===== src/rtl/seq_multiplier.sv =====
// Sequential shift-add multiplier for signed or unsigned W-bit operands.
// One partial product is accumulated per cycle; the sign is applied when the result is published.
module seq_multiplier #(
    parameter int W = 4
) (
    input  logic             clk,
    input  logic             rst_n,
    input  logic             Start,
    input  logic             Signed,
    input  logic [W-1:0]     din0,
    input  logic [W-1:0]     din1,
    output logic [2*W-1:0]   dout,
    output logic             Busy,
    output logic             Done
);

    localparam int CNT_W = $clog2(W + 1);

    typedef enum logic [1:0] {
        IDLE = 2'd0,
        CALC = 2'd1,
        DONE = 2'd2
    } state_t;

    state_t           state_q, state_d;
    logic [2*W-1:0]   acc_q, acc_d;
    logic [2*W-1:0]   mcand_q, mcand_d;
    logic [W-1:0]     mplier_q, mplier_d;
    logic [CNT_W-1:0] cnt_q, cnt_d;
    logic             neg_q, neg_d;
    logic [2*W-1:0]   dout_q, dout_d;
    logic             busy_q, busy_d;
    logic             done_q, done_d;

    // Magnitude of a W-bit operand; -2^(W-1) maps to 2^(W-1) as an unsigned W-bit value.
    function automatic logic [W-1:0] mag_f(input logic [W-1:0] x, input logic is_signed);
        if (is_signed && x[W-1])
            return ~x + W'(1);
        return x;
    endfunction

    function automatic logic [2*W-1:0] sign_f(input logic [2*W-1:0] m, input logic neg);
        logic signed [2*W-1:0] sm;
        sm = signed'(m);
        if (neg)
            return unsigned'(-sm);
        return m;
    endfunction

    always_comb begin
        state_d  = state_q;
        acc_d    = acc_q;
        mcand_d  = mcand_q;
        mplier_d = mplier_q;
        cnt_d    = cnt_q;
        neg_d    = neg_q;
        dout_d   = dout_q;
        busy_d   = 1'b0;
        done_d   = 1'b0;

        case (state_q)
            IDLE, DONE: begin
                // The DONE cycle publishes the signed result while it can already accept the next operands.
                if (state_q == DONE) begin
                    dout_d = sign_f(acc_q, neg_q);
                    done_d = 1'b1;
                end
                if (Start) begin
                    acc_d    = '0;
                    mcand_d  = {{W{1'b0}}, mag_f(din0, Signed)};
                    mplier_d = mag_f(din1, Signed);
                    neg_d    = Signed & (din0[W-1] ^ din1[W-1]);
                    cnt_d    = CNT_W'(W);
                    state_d  = CALC;
                    busy_d   = 1'b1;
                end else begin
                    state_d = IDLE;
                end
            end
            CALC: begin
                busy_d = 1'b1;
                if (mplier_q[0])
                    acc_d = acc_q + mcand_q;
                mcand_d  = mcand_q << 1;
                mplier_d = mplier_q >> 1;
                cnt_d    = cnt_q - CNT_W'(1);
                if (cnt_q == CNT_W'(1)) begin
                    state_d = DONE;
                    busy_d  = 1'b0;
                end
            end
            default: state_d = IDLE;
        endcase
    end

    always_ff @(posedge clk or negedge rst_n) begin
        if (!rst_n) begin
            state_q  <= IDLE;
            acc_q    <= '0;
            mcand_q  <= '0;
            mplier_q <= '0;
            cnt_q    <= '0;
            neg_q    <= 1'b0;
            dout_q   <= '0;
            busy_q   <= 1'b0;
            done_q   <= 1'b0;
        end else begin
            state_q  <= state_d;
            acc_q    <= acc_d;
            mcand_q  <= mcand_d;
            mplier_q <= mplier_d;
            cnt_q    <= cnt_d;
            neg_q    <= neg_d;
            dout_q   <= dout_d;
            busy_q   <= busy_d;
            done_q   <= done_d;
        end
    end

    assign dout = dout_q;
    assign Busy = busy_q;
    assign Done = done_q;

endmodule


===== config.mk =====
export PLATFORM = sky130hd
export DESIGN_NAME = seq_multiplier
export DESIGN_NICKNAME = d
export VERILOG_FILES = /design/src/rtl/seq_multiplier.sv
export SDC_FILE = /design/constraint.sdc
export NUM_CORES = 1
export LEC_CHECK = 0
export ABC_CLOCK_PERIOD_IN_PS = 2400
export CORE_AREA = 2 2 70 72
export CTS_CLUSTER_DIAMETER = 100
export CTS_CLUSTER_SIZE = 20
export DETAILED_ROUTE_END_ITERATION = 12
export DIE_AREA = 0 0 72 74
export PLACE_DENSITY = 0.61
export SETUP_SLACK_MARGIN = 0.02
export SYNTH_ARGS = -nofsm -noshare
export SYNTH_HDL_FRONTEND = slang
export SYNTH_SLANG_ARGS = --single-unit
export TNS_END_PERCENT = 20

===== constraint.sdc =====
create_clock -name clk -period 2.4 [get_ports clk]
set_input_delay 0.48 -clock clk [delete_from_list [all_inputs] [get_ports clk]]
set_output_delay 0.48 -clock clk [all_outputs]
set_load 0.05 [all_outputs]

==> run_results.csv <==
group,metric,value,unit
cts,cts.sinks,36,
setup_path,r2r_cells,7,
final_layout,nFillCells,436,
die,core_area,4598,um^2
grt,overflow,0,
grt,antenna_found_initial,0,
final_layout,drive_gt1_share,7.175,%
synth,ys_ff_latch,36,
synth,synth.avg_cell_area,9.978,um^2
routing,route.detailed.drc,0,
power,power_switching,1.243,mW
cts,post_cts_buffers,0,
setup_path,crit_slowest_cell,"clkdlybuf4s50_1",
sta,fin_worst_skew,0.002997,ns
cts,h-tree-depth,2,
final_layout,syn_to_final_growth,17.99,%
setup_path,crit_type,"register to output pin",
grt,grt_pass1_wl,6382,um
grt,grt_usage,15.82,%
power,switching_share,42.65,%
setup_path,crit_arrival,1.44,ns
sta,finalMaxSlewViolations,0,
routing,num_vias,1442,
setup_path,path_cells,"clkdlybuf4s50_1",
die,die_area,5328,um^2
sta,slew-limit-headroom,66.91,%
power,combPwrFrac,48.5,%
setup_path,crit_start,"dout[7]$_DFFE_PN0P_",
setup_path,crit_path_end_kind,"output pin",
cts,cts.path.max_buffers,2,
setup_path,cp.required,1.92,ns
cts,clkTransAtPathRegs,0.07,ns
setup_path,cp.depth,1,
hold_path,min_path_type,"register to register",
setup_path,crit_path_end,"dout[7]",
power,vdd_drop_max,0.3532,mV
sta,max_freq,0.5220,GHz
routing,drt-initial-drc-count,53,
sta,grt_setup_unrepaired,"no",
die,fp-row-count,25,
routing,ant_nets,0,
die,ios,22,
grt,grt_pass1_vias,1414,
power,power,2.915,mW
cts,clkLatencyLatePin,0.29,ns
place,port_buffers,21,
power,pwr-share-clk,15.1,%
flow_run,max_cap_viol_count,0,
final_layout,num_antenna_cells,0,
sta,finalCritPeriodShare,79.83,%
setup_path,crit_family,"buffers and inverters",
die,chipWidth,72,um
die,die_h,74,um
synth,synth-warning-count,0,
setup_path,max_stage_delay,0.80,ns
outcome,status,"finished, final reports clean",
sta,setup-violations-final,0,
synth,syn_area,1976,um^2
synth,synthCells,198,
place,globalplace.congestion,0.7741,
setup_path,r2r-start,"acc_q[0]$_DFFE_PN0P_",
power,power-per-cell-area,1251,nW/um^2
cts,cts_buffers,5,
synth,ys_seq_area_share,45.60,%
setup_path,worstReg2RegEnd,"acc_q[6]$_DFFE_PN0P_",
cts,hold_buffers,0,
sta,worstMarginPinSlew,0.4948,ns
setup_path,critPathMaxFanout,2,
sta,finalHoldViolCount,0,
sta,fin_hold_ws,0.4760,ns
synth,syn-num-nets,223,
sta,min_period,1.916,ns
power,p_seq_share,36.3,%
routing,routed_via_density,5.206,
setup_path,critPathLaunchType,"register",
die,start_util,42.97,%
power,p_leak,1.081,nW
synth,synth_cell_type_count,38,
sta,fin_tns_setup,0,ns
power,internal_power,1.672,mW
place,dp_hpwl,2662,um
cts,root_buffer,"clkbuf_8",
setup_path,r2r_slack,0.52,ns
routing,routed_wl,3544,um
routing,routedWlPerCell,12.79,um
routing,firstDrtPassIters,3,
grt,grt_start_max_net_pins,37,
setup_path,critPathBufInv,1,
final_layout,utilization,50.69,%
final_layout,layout.nets,247,
cts,cts.repair.resized,0,
cts,cts_tree,"done",
[state kept, by name (all words and copies together), names as in the netlist]
register,count
Busy,1
Done,1
acc_q,8
cnt_q,3
dout,8
mcand_q,8
mplier_q,4
neg_q,1
state_q,2
[logic make-up (layout without fill, tap and decap cells)]
| logic type | count (synthesis) | count (layout) | synth area share, % |
|---|---|---|---|
| AOI/OAI and AO/OA | 58 | 58 | 19.44 |
| xor gates and xnor gates | 12 | 12 | 5.320 |
| adders and majority gates | 13 | 13 | 8.613 |
| buffers and inverters | 21 | 46 | 4.813 |
| DFF | 36 | 36 | 45.60 |
| muxes | 5 | 5 | 2.533 |
| and+or+nand+nor | 53 | 53 | 13.68 |
[power by group through the flow]
stage	Combinational, mW	Sequential [mW]	Clock (mW)
global placement	1.42	1.06	0
finish	1.41	1.06	0.441
detailed placement	1.43	1.07	0
floorplan	0.911	1.22	0
CTS	1.44	1.06	0.456
global route	1.60	1.10	0.480
[metrics by stage]
stage | instances | instance area (um^2) | setup slack [ns]
floorplan | 198 | 1976 | 0.6390
global placement | 269 | 2241 | 0.5493
detailed placement | 269 | 2241 | 0.5212
CTS | 277 | 2331 | 0.4703
global route | 277 | 2331 | 0.3892
finish | 277 | 2331 | 0.4842
[layer usage]
layer  global-route usage, %  routed length [um]  share of wire, %  vias up
met1                   19.19                1724                49      664
met4                   6.918                  70               2.0        0
met3                   4.472                 124               3.5        6
li1                        -                   -                 -      745
met5                       0                   0                 0        -
met2                   26.54                1624                46       27
[layout make-up]
class | count | area (um^2) | share of cell area, %
multi-input cells | 141 | 979.7 | 42.03
flip-flops and latches | 36 | 900.9 | 38.65
repair buffers | 26 | 247.7 | 10.63
clock buffers | 8 | 90.09 | 3.865
well taps | 54 | 67.56 | 2.899
inverters | 12 | 45.04 | 1.932
[worst min path at each step]
| stage | start | depth (start not counted) | slack, ns | end |
|---|---|---|---|---|
| after floorplan | rst_n | 0 | 0.18 | Busy$_DFF_PN0_ |
| after global placement | dout[3]$_DFFE_PN0P_ | 2 | 0.46 | dout[3]$_DFFE_PN0P_ |
| after detailed placement | dout[3]$_DFFE_PN0P_ | 2 | 0.47 | dout[3]$_DFFE_PN0P_ |
| after CTS | dout[3]$_DFFE_PN0P_ | 2 | 0.49 | dout[3]$_DFFE_PN0P_ |
| after global routing | dout[6]$_DFFE_PN0P_ | 2 | 0.52 | dout[6]$_DFFE_PN0P_ |
| final | dout[3]$_DFFE_PN0P_ | 2 | 0.48 | dout[3]$_DFFE_PN0P_ |
[cell usage in the layout (no fill, tap or decap), types with 6 or more instances in the layout]
| cell type | count |
|---|---|
| o31ai_1 | 6 |
| o21ai_0 | 20 |
| xnor2_1 | 6 |
| ha_1 | 12 |
| dfrtp_1 | 36 |
| inv_1 | 12 |
| o21ai_1 | 6 |
| xor2_1 | 6 |
| clkdlybuf4s50_1 | 21 |
| nand2_1 | 24 |
| a22oi_1 | 6 |
| clkbuf_8 | 6 |
| nand3_1 | 6 |
[cell usage after synthesis (all sizes together)]
library cell  count  area [um^2]
fa                1        20.02
clkbuf            6        22.52
ha               12        150.1
a32o              1        10.01
o21ai            26        130.1
inv              12        45.04
nand3             6        30.03
a21oi             3        15.01
nor3b             2        15.01
nor3              1        5.000
o2111a            1        11.26
or3               2        12.51
o21bai            3        22.52
a21o              2        15.01
mux2i             5        50.05
dfrtp            36        900.9
a311oi            1        8.760
a22o              4        35.03
nor2b             4        32.53
nor2              3        11.26
xnor2             6        52.55
xor2              6        52.55
nand2            25        96.35
buf               3        27.52
a22oi             6        45.04
a211oi            4        40.03
nand2b            5        31.28
o31ai             6        45.04
nor4b             1        8.760
a31oi             1        6.260
and2              2        15.02
nor4              2        12.51
(Power assumes the default switching activity.)
